### src/rtl/kernel_loader.sv
// rtl/kernel_loader.sv - stages one kernel from a valid/ready stream, then flushes and bursts it gap-free to the weight buffer (optional checksum: KERNEL_LOADER_CHECKSUM_EN)
module kernel_loader #(
  parameter int DATA_WIDTH = 16,
  parameter int DEPTH      = 16
) (
  input  logic                  clk,
  input  logic                  rstn,
  input  logic [7:0]            kernel_size,
  input  logic                  s_valid,
  output logic                  s_ready,
  input  logic [DATA_WIDTH-1:0] s_data,
  input  logic                  wb_busy,
  output logic                  wb_flush,
  output logic                  wb_valid,
  output logic [DATA_WIDTH-1:0] wb_data,
  output logic                  done,
`ifdef KERNEL_LOADER_CHECKSUM_EN
  output logic [DATA_WIDTH-1:0] ksum,
`endif
  output logic                  cfg_err
);

  localparam int          AW      = (DEPTH > 1) ? $clog2(DEPTH) : 1;
  localparam logic [7:0]  L_DEPTH = 8'(DEPTH);

  localparam logic [2:0] S_IDLE    = 3'd0;
  localparam logic [2:0] S_COLLECT = 3'd1;
  localparam logic [2:0] S_ARM     = 3'd2;
  localparam logic [2:0] S_FLUSH   = 3'd3;
  localparam logic [2:0] S_STREAM  = 3'd4;
  localparam logic [2:0] S_DONE    = 3'd5;

  logic [2:0]            r_state;
  logic [7:0]            r_kn;
  logic [7:0]            r_wr_cnt;
  logic [7:0]            r_rd_ptr;
  logic                  r_cfg_err;
  logic [DATA_WIDTH-1:0] r_stage [DEPTH];

  logic                  w_size_bad;
  logic                  w_ready;
  logic                  w_accept;
  logic [AW-1:0]         w_wr_addr;

  // An oversized kernel request blocks acceptance in IDLE instead of overrunning the stage.
  assign w_size_bad = (kernel_size >= L_DEPTH);
  assign w_ready    = ((r_state == S_IDLE) && !w_size_bad) || (r_state == S_COLLECT);
  assign w_accept   = s_valid && w_ready;
  assign w_wr_addr  = (r_state == S_IDLE) ? '0 : r_wr_cnt[AW-1:0];

  assign s_ready  = rstn && w_ready;
  assign wb_flush = (r_state == S_FLUSH);
  assign wb_valid = (r_state == S_STREAM);
  assign wb_data  = (r_state == S_STREAM) ? r_stage[r_rd_ptr[AW-1:0]] : '0;
  assign done     = (r_state == S_DONE);
  assign cfg_err  = r_cfg_err;

  // Staging RAM: not reset, every read location is written earlier in the same kernel.
  always_ff @(posedge clk) begin
    if (w_accept) begin
      r_stage[w_wr_addr] <= s_data;
    end
  end

  // Main sequencer: collect, wait for buffer idle, flush, stream, signal done.
  always_ff @(posedge clk or negedge rstn) begin
    if (!rstn) begin
      r_state  <= S_IDLE;
      r_kn     <= '0;
      r_wr_cnt <= '0;
      r_rd_ptr <= '0;
    end else begin
      case (r_state)
        S_IDLE: begin
          if (w_accept) begin
            r_kn     <= kernel_size;
            r_wr_cnt <= 8'd1;
            r_state  <= (kernel_size == 8'd0) ? S_ARM : S_COLLECT;
          end
        end
        S_COLLECT: begin
          if (w_accept) begin
            r_wr_cnt <= r_wr_cnt + 8'd1;
            if (r_wr_cnt == r_kn) begin
              r_state <= S_ARM;
            end
          end
        end
        S_ARM: begin
          if (!wb_busy) begin
            r_state <= S_FLUSH;
          end
        end
        S_FLUSH: begin
          r_rd_ptr <= '0;
          r_state  <= S_STREAM;
        end
        S_STREAM: begin
          r_rd_ptr <= r_rd_ptr + 8'd1;
          if (r_rd_ptr == r_kn) begin
            r_state <= S_DONE;
          end
        end
        S_DONE: begin
          r_wr_cnt <= '0;
          r_rd_ptr <= '0;
          r_state  <= S_IDLE;
        end
        default: begin
          r_state <= S_IDLE;
        end
      endcase
    end
  end

  // Configuration error is sticky until reset.
  always_ff @(posedge clk or negedge rstn) begin
    if (!rstn) begin
      r_cfg_err <= 1'b0;
    end else if ((r_state == S_IDLE) && w_size_bad) begin
      r_cfg_err <= 1'b1;
    end
  end

`ifdef KERNEL_LOADER_CHECKSUM_EN
  logic [DATA_WIDTH-1:0] r_acc;
  logic [DATA_WIDTH-1:0] r_ksum;

  assign ksum = r_ksum;

  // Running XOR of streamed words, published on DONE and held until the next kernel completes.
  always_ff @(posedge clk or negedge rstn) begin
    if (!rstn) begin
      r_acc  <= '0;
      r_ksum <= '0;
    end else begin
      if (r_state == S_FLUSH) begin
        r_acc <= '0;
      end else if (r_state == S_STREAM) begin
        r_acc <= r_acc ^ wb_data;
      end
      if (r_state == S_DONE) begin
        r_ksum <= r_acc;
      end
    end
  end
`endif

endmodule

### config.mk
export PLATFORM = sky130hd
export DESIGN_NAME = kernel_loader
export DESIGN_NICKNAME = d
export VERILOG_FILES = /design/src/rtl/kernel_loader.sv
export SDC_FILE = /design/constraint.sdc
export NUM_CORES = 1
export LEC_CHECK = 0
export BUFFER_PORTS_ARGS = -buffer_cell sky130_fd_sc_hd__buf_2
export CORE_UTILIZATION = 50
export CTS_CLUSTER_SIZE = 12
export DETAILED_ROUTE_END_ITERATION = 10
export GPL_ROUTABILITY_DRIVEN = 0
export PLACE_DENSITY = 0.74
export SETUP_SLACK_MARGIN = 0.3
export SLEW_MARGIN = 30
export SYNTH_ARGS = -nofsm -noshare
export SYNTH_HDL_FRONTEND = slang
export SYNTH_SLANG_ARGS = --single-unit
### constraint.sdc
create_clock -name clk -period 3.3 [get_ports clk]
set_input_delay 0.66 -clock clk [delete_from_list [all_inputs] [get_ports clk]]
set_output_delay 0.66 -clock clk [all_outputs]
set_load 0.05 [all_outputs]
==> flow_summary_export.csv <==
group,metric,value,unit
worst_hold_path,hp-class,"input pin to asynchronous set/reset pin",
global_routing,grt_max_degree,36,
route,detail_route.wl_per_cell,26.55,µm
cts,cts_root_buf,"clkbuf_16",
cts,cts_htree_levels,1,
synthesis,async_flop_share,9.859,%
worst_setup_path,crit_path_cell_trace,"buf_12 -> buf_12 -> buf_16 -> mux4_2 -> mux4_2 -> and2_4 -> buf_8",
floorplanning,fp.dieArea,23470,µm²
floorplanning,start_util,51.74,%
cells_and_area,area_growth,18.57,%
synthesis,syn_nets,597,
worst_setup_path,worstSetupPathType,"flop to output pin",
global_routing,grt_pass1_vias,6103,
status,violations,"negative setup slack",
worst_setup_path,worstReg2RegEnd,"r_stage[4][3]$_DFFE_PP_",
synthesis,syn_avg_cell_area,20.16,µm²
worst_setup_path,arrival,2.69,ns
cts,clock_sinks,284,
timing,worstMarginPinSlew,0.7029,ns
floorplanning,die_h,153.2,µm
synthesis,synth_warnings,0,
power,ir_drop,0.4882,mV
placement,hpwl,13810,µm
synthesis,postSynthCellCount,567,
power,power.total,9.900,mW
route,ant_nets,0,
worst_setup_path,critPathLaunchType,"flop",
worst_setup_path,rrSetupSlack,0.99,ns
cts,hold_buffers,0,
timing,slew_violations,0,
cts,clock_path_buffers,3,
timing,setup_ws,-0.05374,ns
route,vias,5985,
placement,place_area,12220,µm²
worst_setup_path,rr_startpoint,"r_state[0]$_DFFE_PN0P_",
worst_setup_path,ff2ff_path_depth,5,
cells_and_area,fin_area,13550,µm²
placement,dp_cells,894,
worst_setup_path,cp.required,2.64,ns
cts,tritoncts,"done",
synthesis,synth-edff-count,256,
cells_and_area,antenna_cells,0,
floorplanning,die_w,153.2,µm
global_routing,gr-usage-all-layers,22.45,%
power,p_leak,4.498,nW
global_routing,antenna_found_initial,0,
timing,finalClockSkew,0.01130,ns
cells_and_area,final_layout_size_suffix_gt1_share,37.11,%
timing,slew_headroom,53.14,%
global_routing,overflow,0,
cells_and_area,fillers,1462,
synthesis,netlist-cell-type-count,49,
run,max-cap-violations,0,
synthesis,syn-cell-area,11430,µm²
timing,fin_hold_ws,0.1640,ns
floorplanning,coreArea,22090,µm²
floorplanning,fp-row-count,54,
timing,setup_violations,8,
timing,rsz0062_at_grt,"true",
cells_and_area,stdcell_count,959,
route,drtIter0Drc,578,
floorplanning,ios,49,
route,drc,0,
timing,final_hold_viol_count,0,
status,status,"complete, but fails checks",
worst_setup_path,path_buf_inv,4,
timing,fin_crit_sh,101.6,%
cts,cts_buffers,29,
worst_setup_path,slowest_delay,0.52,ns
route,drt_wl_total,25470,µm
global_routing,grt_pass1_wl,38230,µm
cts,clk_pin_slew,0.06,ns
synthesis,synth-seq-cells,284,
worst_setup_path,cp_top_family,"multiplexers",
cts,clk_latency,0.55,ns
synthesis,yosysSeqAreaShare,73.38,%
power,cellPowerDensity,730.4,nW/µm²
worst_setup_path,cp-end-kind,"output pin",
worst_setup_path,critPathSlowestCell,"dfrtp_4",
route,firstDrtPassIters,7,
cells_and_area,nNetsFinal,686,
timing,max_freq,298.2,MHz
route,vias_per_cell,6.241,
placement,portBuffers,48,
worst_setup_path,cp_max_fo,5,
synthesis,synth_ff_type,"edfxtp_1",
timing,fin_crit,3.354,ns
==> layout make-up <==
class | count | area, µm² | area share (%)
Multi-Input combinational cell | 245 | 2939 | 21.68
Inverter | 5 | 18.77 | 0.1385
Sequential cell | 284 | 8397 | 61.95
Clock buffer | 48 | 837.1 | 6.176
Timing Repair Buffer | 91 | 943.4 | 6.960
Clock inverter | 6 | 68.82 | 0.5077
Tap cell | 280 | 350.3 | 2.585
==> stage by stage <==
step	setup WS [ns]	utilization, %	setup TNS (ns)
after global placement	0.5419	55.31	0
after global routing	-0.09389	61.35	-1.023
final	-0.05374	61.35	-0.2445
after detailed placement	0.5051	55.31	0
after CTS	-0.06194	61.29	-0.4431
after floorplan	0.4720	-	0
==> worst max path at each step <==
stage,start,to,cells after the start
6_report,r_rd_ptr[0]$_DFFE_PN0P_,wb_data[9],7
2_1_floorplan,s_valid,r_stage[10][0]$_DFFE_PP_,4
3_3_place_gp,r_rd_ptr[0]$_DFFE_PN0P_,wb_data[15],5
5_1_grt,r_rd_ptr[0]$_DFFE_PN0P_,wb_data[13],7
3_5_place_dp,r_rd_ptr[1]$_DFFE_PN0P_,wb_data[10],5
4_1_cts,r_rd_ptr[0]$_DFFE_PN0P_,wb_data[9],7
==> cells in the mapped netlist (6+ instances only) <==
| library cell | number | area, µm² |
|---|---|---|
| a21oi_1 | 6 | 30.03 |
| and2_1 | 20 | 125.1 |
| buf_2 | 7 | 35.03 |
| clkbuf_1 | 20 | 75.07 |
| dfrtp_1 | 28 | 700.7 |
| edfxtp_1 | 256 | 7687 |
| mux4_2 | 80 | 1802 |
| nand2_1 | 14 | 52.55 |
| nand3_1 | 8 | 40.04 |
| nor2_1 | 22 | 82.58 |
| o21ai_0 | 15 | 75.07 |
| o31ai_1 | 9 | 67.56 |
| xnor2_1 | 8 | 70.07 |
| xor2_1 | 8 | 70.07 |
==> repair_timing <==
action                                  CTS  global route
gates cloned                              5             0
endpoints found under the setup margin   17            17
buffers inserted                          6             0
pin swaps                                 6             2
resized for setup                        64             5
==> per-layer routing <==
layer	routed length [µm]	up-vias	track usage, %
li1	-	2512	-
met1	10170	3125	31.35
met2	12670	295	36.53
met3	1914	53	3.828
met4	709	0	6.878
met5	0	-	0
==> cells in the final DEF (no fill, tap or decap), types with 4 or more instances in the layout <==
cell,count
edfxtp_1,256
mux4_2,80
buf_2,31
clkbuf_16,29
buf_4,27
dfrtp_1,25
and2_4,15
o21ai_0,15
clkbuf_1,15
nand2_1,14
nor2_2,14
buf_8,11
o31ai_1,9
buf_12,9
nand3_1,8
nor2_1,8
xor2_1,8
xnor2_1,8
a21oi_1,6
buf_16,6
buf_6,6
and2_1,5
mux2_2,5
inv_1,4
and3_1,4
clkbuf_8,4
==> cells by family after synthesis <==
group	share of synthesized area [%]
xor+xnor	1.226
mux	16.25
simple gates	4.389
flops	73.38
compound gates	2.901
fa+ha+maj	0.2189
buf+inv	1.631
==> worst reg2reg max path, cell delays in order, from the launching register on <==
cell and delay (ns):
dfrtp_1 0.56, nor3b_1 0.57, a22o_1 0.21, nand2_1 0.16
nor2_2 0.14, buf_4 0.33
==> state kept, by name (all words and copies together), names as in the netlist <==
signal,count
cfg_err,1
r_rd_ptr,8
r_kn,8
r_wr_cnt,8
r_stage,256
r_state,3
==> power by group <==
group	internal [mW]	leakage, nW	total [mW]	switching, mW
registers	4.16	2.67	4.37	0.208
logic	1.21	1.39	2.41	1.20
clock network	1.81	0.441	3.11	1.31
total	7.19	4.50	9.90	2.71
Power figures use the tool's default switching activity.
